File: config.mk
export PLATFORM = sky130hd
export DESIGN_NAME = rt_count_display_scan_flat
export DESIGN_NICKNAME = d
export VERILOG_FILES = /design/src/rtl/rt_display_pkg.sv /design/src/rtl/rt_count_display_scan_if.sv /design/src/rtl/bcd_to_7seg.sv /design/src/rtl/rt_count_display_scan.sv /design/src/flat_wrapper.sv
export SDC_FILE = /design/constraint.sdc
export NUM_CORES = 1
export LEC_CHECK = 0
export CELL_PAD_IN_SITES_DETAIL_PLACEMENT = 1
export CELL_PAD_IN_SITES_GLOBAL_PLACEMENT = 1
export CORE_MARGIN = 5
export CORE_UTILIZATION = 38
export CTS_BUF_LIST = sky130_fd_sc_hd__clkbuf_8 sky130_fd_sc_hd__clkbuf_16
export CTS_CLUSTER_SIZE = 40
export DETAILED_ROUTE_END_ITERATION = 7
export GPL_TIMING_DRIVEN = 0
export PLACE_DENSITY = 0.78
export SETUP_SLACK_MARGIN = 0.2
export SKIP_CTS_REPAIR_TIMING = 1
export SLEW_MARGIN = 40
export SYNTH_ARGS = -nofsm -noshare
export SYNTH_HDL_FRONTEND = slang
export SYNTH_HIERARCHICAL = 1
export SYNTH_SLANG_ARGS = --single-unit
File: constraint.sdc
create_clock -name clk -period 2.2 [get_ports clk]
set_clock_uncertainty 0.1 [all_clocks]
set_input_delay 0.44 -clock clk [delete_from_list [all_inputs] [get_ports clk]]
set_output_delay 0.44 -clock clk [all_outputs]
set_load 0.05 [all_outputs]
File: src/rtl/rt_display_pkg.sv
// Shared types and segment encodings for the counter read/display path.
package rt_display_pkg;

  typedef logic [3:0] bcd_t;

  typedef enum logic {SCAN, BLANK} scan_state_t;

  // Active-high {g,f,e,d,c,b,a}; codes 10-15 render as blank
  localparam logic [6:0] SEG_LUT [16] = '{
    7'h3F, 7'h06, 7'h5B, 7'h4F, 7'h66, 7'h6D, 7'h7D, 7'h07,
    7'h7F, 7'h6F, 7'h00, 7'h00, 7'h00, 7'h00, 7'h00, 7'h00
  };

  localparam logic [6:0] SEG_OFF = 7'h00;

endpackage

File: src/rtl/rt_count_display_scan_if.sv
// Counter-side snapshot handshake plus the board display pins.
interface rt_count_display_scan_if #(parameter int NUM_DIGITS = 6);

  logic [4*NUM_DIGITS-1:0] count_bcd;
  logic                    snap_req;
  logic                    freeze;
  logic                    lz_blank;
  logic [NUM_DIGITS-1:0]   dp_mask;
  logic                    snap_ack;
  logic [6:0]              seg;
  logic                    dp;
  logic [NUM_DIGITS-1:0]   digit_en;

  modport master (
    output count_bcd, snap_req, freeze, lz_blank, dp_mask,
    input  snap_ack, seg, dp, digit_en
  );

  modport slave (
    input  count_bcd, snap_req, freeze, lz_blank, dp_mask,
    output snap_ack, seg, dp, digit_en
  );

endinterface

File: src/rtl/bcd_to_7seg.sv
// One-digit BCD to active-high 7-segment decoder.
module bcd_to_7seg
  import rt_display_pkg::*;
(
  input  bcd_t       bcd_i,
  output logic [6:0] seg_o
);

  assign seg_o = SEG_LUT[bcd_i];

endmodule

File: src/rtl/rt_count_display_scan.sv
// Snapshots the BCD counter chain and scans it onto a multiplexed 7-seg display,
// with one dead cycle between digits to suppress ghosting.
module rt_count_display_scan
  import rt_display_pkg::*;
#(
  parameter int NUM_DIGITS     = 6,
  parameter int REFRESH_DIV    = 50000,
  parameter bit SEG_ACTIVE_LOW = 1'b1,
  parameter bit DIG_ACTIVE_LOW = 1'b1
) (
  input  logic clk,
  input  logic reset,
  rt_count_display_scan_if.slave bus
);

  localparam int DIVW = $clog2(REFRESH_DIV);
  localparam int IDXW = $clog2(NUM_DIGITS);

  scan_state_t                   state_q, state_d;
  logic [DIVW-1:0]               div_q, div_d;
  logic [IDXW-1:0]               idx_q, idx_d;
  bcd_t [NUM_DIGITS-1:0]         snap_q;
  logic                          snap_ack_q;
  logic [6:0]                    seg_q, seg_d;
  logic                          dp_q, dp_d;
  logic [NUM_DIGITS-1:0]         dig_q, dig_d;

  logic [NUM_DIGITS-1:0][6:0]    dec;
  logic [NUM_DIGITS-1:0]         lz;
  logic [NUM_DIGITS-1:0]         dig_a;
  logic [6:0]                    seg_a;
  logic                          dp_a;
  logic                          take;

  assign take = bus.snap_req & ~bus.freeze;

  for (genvar g = 0; g < NUM_DIGITS; g++) begin : g_dec
    bcd_to_7seg u_dec (.bcd_i(snap_q[g]), .seg_o(dec[g]));
  end

  always_comb begin
    state_d = state_q;
    div_d   = div_q;
    idx_d   = idx_q;
    case (state_q)
      SCAN: begin
        if (div_q == DIVW'(REFRESH_DIV - 1)) begin
          state_d = BLANK;
          div_d   = '0;
          idx_d   = (idx_q == IDXW'(NUM_DIGITS - 1)) ? '0 : idx_q + 1'b1;
        end else begin
          div_d = div_q + 1'b1;
        end
      end
      BLANK: begin
        state_d = SCAN;
        div_d   = '0;
      end
      default: state_d = SCAN;
    endcase
  end

  // lz[i]: digits i..top of the snapshot are all zero (digit 0 never blanks)
  always_comb begin
    logic all_zero;
    lz = '0;
    for (int i = 1; i < NUM_DIGITS; i++) begin
      all_zero = 1'b1;
      for (int j = i; j < NUM_DIGITS; j++)
        if (snap_q[j] != 4'd0) all_zero = 1'b0;
      lz[i] = all_zero;
    end
  end

  always_comb begin
    dig_a = '0;
    seg_a = SEG_OFF;
    dp_a  = 1'b0;
    if (state_q == SCAN) begin
      dig_a[idx_q] = 1'b1;
      seg_a        = (bus.lz_blank && lz[idx_q]) ? SEG_OFF : dec[idx_q];
      dp_a         = bus.dp_mask[idx_q];
    end
    seg_d = seg_a ^ {7{SEG_ACTIVE_LOW}};
    dp_d  = dp_a ^ SEG_ACTIVE_LOW;
    dig_d = dig_a ^ {NUM_DIGITS{DIG_ACTIVE_LOW}};
  end

  always_ff @(posedge clk) begin
    if (reset) begin
      state_q    <= SCAN;
      div_q      <= '0;
      idx_q      <= '0;
      snap_q     <= '0;
      snap_ack_q <= 1'b0;
      seg_q      <= {7{SEG_ACTIVE_LOW}};
      dp_q       <= SEG_ACTIVE_LOW;
      dig_q      <= {NUM_DIGITS{DIG_ACTIVE_LOW}};
    end else begin
      state_q    <= state_d;
      div_q      <= div_d;
      idx_q      <= idx_d;
      if (take) snap_q <= bus.count_bcd;
      snap_ack_q <= take;
      seg_q      <= seg_d;
      dp_q       <= dp_d;
      dig_q      <= dig_d;
    end
  end

  assign bus.snap_ack = snap_ack_q;
  assign bus.seg      = seg_q;
  assign bus.dp       = dp_q;
  assign bus.digit_en = dig_q;

endmodule

File: src/flat_wrapper.sv
// flat-port wrapper written by rule: the top's interface ports become plain ports
module rt_count_display_scan_flat import rt_display_pkg::*;
#(
  parameter int NUM_DIGITS     = 6,
  parameter int REFRESH_DIV    = 50000,
  parameter bit SEG_ACTIVE_LOW = 1'b1,
  parameter bit DIG_ACTIVE_LOW = 1'b1
)
  (clk, reset, bus_count_bcd, bus_snap_req, bus_freeze, bus_lz_blank, bus_dp_mask, bus_snap_ack, bus_seg, bus_dp, bus_digit_en);
  rt_count_display_scan_if #(.NUM_DIGITS(NUM_DIGITS)) bus_i ();
  input  logic clk;
  input  logic reset;
  input wire logic [$bits(bus_i.count_bcd)-1:0] bus_count_bcd;
  input wire logic [$bits(bus_i.snap_req)-1:0] bus_snap_req;
  input wire logic [$bits(bus_i.freeze)-1:0] bus_freeze;
  input wire logic [$bits(bus_i.lz_blank)-1:0] bus_lz_blank;
  input wire logic [$bits(bus_i.dp_mask)-1:0] bus_dp_mask;
  output wire logic [$bits(bus_i.snap_ack)-1:0] bus_snap_ack;
  output wire logic [$bits(bus_i.seg)-1:0] bus_seg;
  output wire logic [$bits(bus_i.dp)-1:0] bus_dp;
  output wire logic [$bits(bus_i.digit_en)-1:0] bus_digit_en;
  assign bus_i.count_bcd = bus_count_bcd;
  assign bus_i.snap_req = bus_snap_req;
  assign bus_i.freeze = bus_freeze;
  assign bus_i.lz_blank = bus_lz_blank;
  assign bus_i.dp_mask = bus_dp_mask;
  assign bus_snap_ack = bus_i.snap_ack;
  assign bus_seg = bus_i.seg;
  assign bus_dp = bus_i.dp;
  assign bus_digit_en = bus_i.digit_en;
  rt_count_display_scan #(.NUM_DIGITS(NUM_DIGITS), .REFRESH_DIV(REFRESH_DIV), .SEG_ACTIVE_LOW(SEG_ACTIVE_LOW), .DIG_ACTIVE_LOW(DIG_ACTIVE_LOW)) u_core (.clk(clk), .reset(reset), .bus(bus_i));
endmodule
==> impl_metrics.py <==
metrics = {
    "power": {
        "pwr-share-clk_pct": 35.7,
        "ir_drop_uv": 248,
        "swShare_pct": 30.8,
        "sequentialPowerShare_pct": 44.8,
        "p_per_area_nw_per_um2": 534,
        "switchingPower_mw": 0.795,
        "p_int_mw": 1.79,
        "pwr-share-comb_pct": 19.5,
        "p_leak_nw": 1.84,
    },
    "grt": {
        "grt_pass1_vias": 3605,
        "grt_max_degree": 13,
        "antenna_found_initial": 0,
        "grt_overflow": 0,
        "grt_usage_pct": 17.7,
        "grt_pass1_wl_mm": 17.9,
    },
    "cells_and_area": {
        "fillCellCount": 1188,
        "drive_above_1_share_pct": 14.4,
        "final_common_cell": "nand2_1",
        "antennaDiodeCount": 0,
        "final_cell_count_no_fill": 669,
        "areaGrowthSynthToFinish_pct": 24.9,
        "fin_area_sq_um": 4840,
        "mostFrequentLayoutCells": "nand2_1, dfxtp_1, a21oi_1",
        "fin_nets": 603,
    },
    "detailed_routing": {
        "final_antenna_net_count": 0,
        "drc": 0,
        "viasPerCell": 5.17,
        "first_pass_iters": 4,
        "totalWireLength_mm": 11.1,
        "wl_per_cell_um": 16.5,
        "vias": 3460,
        "drt_iter0_drc": 139,
    },
    "die": {
        "start_util_pct": 39.3,
        "row_count": 36,
        "dieArea_sq_um": 12300,
        "io-pin-count": 50,
        "die_h_um": 111,
        "die_w_um": 111,
        "coreArea_sq_um": 9860,
    },
    "clock_tree": {
        "clock-sinks": 59,
        "clkLatencyLatePin_ns": 0.34,
        "clock-root-buffer": "clkbuf_8",
        "cts_tree": "built",
        "clockBufferDepth": 2,
        "clkTransAtPathRegs_ns": 0.07,
        "htree_levels": 3,
        "cts_buffers": 9,
    },
    "setup_path": {
        "reg2reg_to": "u_core/idx_q[2]",
        "worstSetupStartpointType": "flop",
        "rr_startpoint": "u_core/div_q[12]",
        "path_class": "flop to flop",
        "cp-end-kind": "flop",
        "crit_required_ns": 2.37,
        "crit_fanout": 5,
        "worstRegToRegCells": 5,
        "r2r_setup_slack_ns": 0.04,
        "arrival_ns": 2.33,
    },
    "placement": {
        "dp_cells": 651,
        "port_buffers": 49,
        "hpwl_mm": 8.31,
        "dp_slack_ns": -0.163,
        "place_area_sq_um": 4530,
        "place.gp.congestion": 0.879,
    },
    "synthesis": {
        "synth_nets": 541,
        "syn_area_sq_um": 3870,
        "synth_seq_area_share_pct": 30.5,
        "ys.flop_type": "dfxtp_1",
        "syn_avg_cell_area_sq_um": 8.26,
        "synth.distinct_cells": 49,
        "ys_seq_elements": 59,
        "yosys_warnings": 6,
        "synth_cells": 469,
        "synthArstFlopShare_pct": 0,
        "synth_edf_count": 0,
    },
    "timing": {
        "fin_crit_ns": 2.16,
        "final-hold-violation-count": 0,
        "finalSetupViolations": 0,
        "clock.fmax_mhz": 464,
        "fin_crit_sh_pct": 98.1,
        "setup_slack_ns": 0.0427,
        "maxSlewHeadroom_pct": 55.2,
        "drv_slew": 0,
        "worst_pin_slew_ns": 0.672,
        "fin_hold_ws_ns": 0.373,
        "rsz0062_at_grt": "yes",
    },
    "job": {
        "drv_cap": 0,
    },
    "worst_hold_path": {
        "hold_path_class": "flop to flop",
        "min_to": "u_core/div_q[0]",
        "hold_path_startpoint": "u_core/div_q[0]",
        "whs_path_depth": 1,
    },
    "outcome": {
        "status": "completed",
    },
}
[metrics by stage]
step                      util [%]  total power, mW  setup TNS (ns)
after floorplan                  -             1.49               0
after global placement        45.9             1.66           -1.92
after detailed placement      45.9             1.68           -2.57
after CTS                     47.8             2.62          -0.789
after global routing          49.0             2.72        -0.00679
final                         49.0             2.58               0
[area by class of cell]
class | instances | area (sq um) | share of cell area (%)
plain buffers | 23 | 176 | 3.65
inverters | 36 | 135 | 2.79
repair buffers | 51 | 543 | 11.2
clock buffers | 10 | 138 | 2.85
clock inverters | 6 | 47.5 | 0.983
well taps | 133 | 166 | 3.44
multi-input cells | 351 | 2440 | 50.4
flip-flops and latches | 59 | 1190 | 24.7
[power groups by stage]
stage / registers [mW] / logic [mW] / clock network [mW]
after CTS: 1.16 / 0.504 / 0.956
after global routing: 1.16 / 0.552 / 1.00
final: 1.16 / 0.504 / 0.920
after floorplan: 1.22 / 0.275 / 0
after detailed placement: 1.18 / 0.501 / 0
after global placement: 1.18 / 0.486 / 0
[cells by family after synthesis]
logic type | after synthesis | synth area share (%)
simple gates | 147 | 19.0
compound gates | 132 | 22.1
flops | 59 | 30.5
fa+ha+maj | 37 | 12.0
buf+inv | 59 | 7.66
mux | 17 | 4.75
xor+xnor | 18 | 4.07
[per-layer routing]
| metal | part of all wire [%] | wire length (um) | vias up | track usage, % |
|---|---|---|---|---|
| li1 | - | - | 1747 | - |
| met1 | 45 | 4940 | 1645 | 21.3 |
| met2 | 51 | 5640 | 56 | 31.6 |
| met3 | 2.8 | 308 | 12 | 3.55 |
| met4 | 1.5 | 167 | 0 | 5.67 |
| met5 | 0 | 0 | - | 0 |
[synth_stat cells (3+ instances only)]
library cell | number | area [sq um]
a21oi_1 | 44 | 220
xor2_1 | 6 | 52.6
a22o_1 | 6 | 52.6
inv_1 | 35 | 131
nor4_1 | 8 | 50.1
buf_6 | 5 | 56.3
a21oi_2 | 5 | 43.8
xnor2_1 | 12 | 105
nor2b_4 | 5 | 68.8
clkbuf_8 | 3 | 41.3
o22ai_1 | 11 | 68.8
clkbuf_1 | 12 | 45.0
nand2_1 | 69 | 259
nor2_1 | 27 | 101
ha_1 | 37 | 463
or4_1 | 6 | 45.0
o21ai_2 | 5 | 43.8
o22ai_2 | 5 | 62.6
nand3_1 | 9 | 45.0
nand4b_1 | 3 | 26.3
mux2i_1 | 15 | 150
nand4_1 | 3 | 18.8
o211ai_1 | 7 | 52.6
o21ai_0 | 26 | 130
a21o_1 | 10 | 75.1
nand2b_1 | 3 | 18.8
o2bb2ai_1 | 6 | 52.6
dfxtp_1 | 59 | 1180
[flip-flops by register name, indices dropped and copies added, names as in the netlist]
signal               cells
u_core/snap_q           24
u_core/div_q            16
u_core/bus.seg           7
u_core/bus.digit_en      6
u_core/idx_q             3
u_core/bus.dp            1
u_core/bus.snap_ack      1
u_core/state_q           1
[worst max path at each step]
stage	start	end	slack, ns	cells after the start
floorplan	u_core/div_q[12]	u_core/idx_q[2]	0.16	5
global placement	reset	u_core/div_q[9]	-0.10	6
global route	u_core/div_q[12]	u_core/idx_q[2]	-0.007	5
detailed placement	bus_snap_req	u_core/snap_q[3]	-0.16	6
CTS	u_core/div_q[12]	u_core/div_q[10]	-0.1	6
finish	u_core/div_q[12]	u_core/idx_q[2]	0.04	5
[worst max-delay path, stage by stage, from the launching register on]
cell and delay, ns:
dfxtp_4 0.36, or4_4 0.53, or4_4 0.43, buf_6 0.14
or4_4 0.41, a21oi_2 0.12
Power figures use the tool's default switching activity.
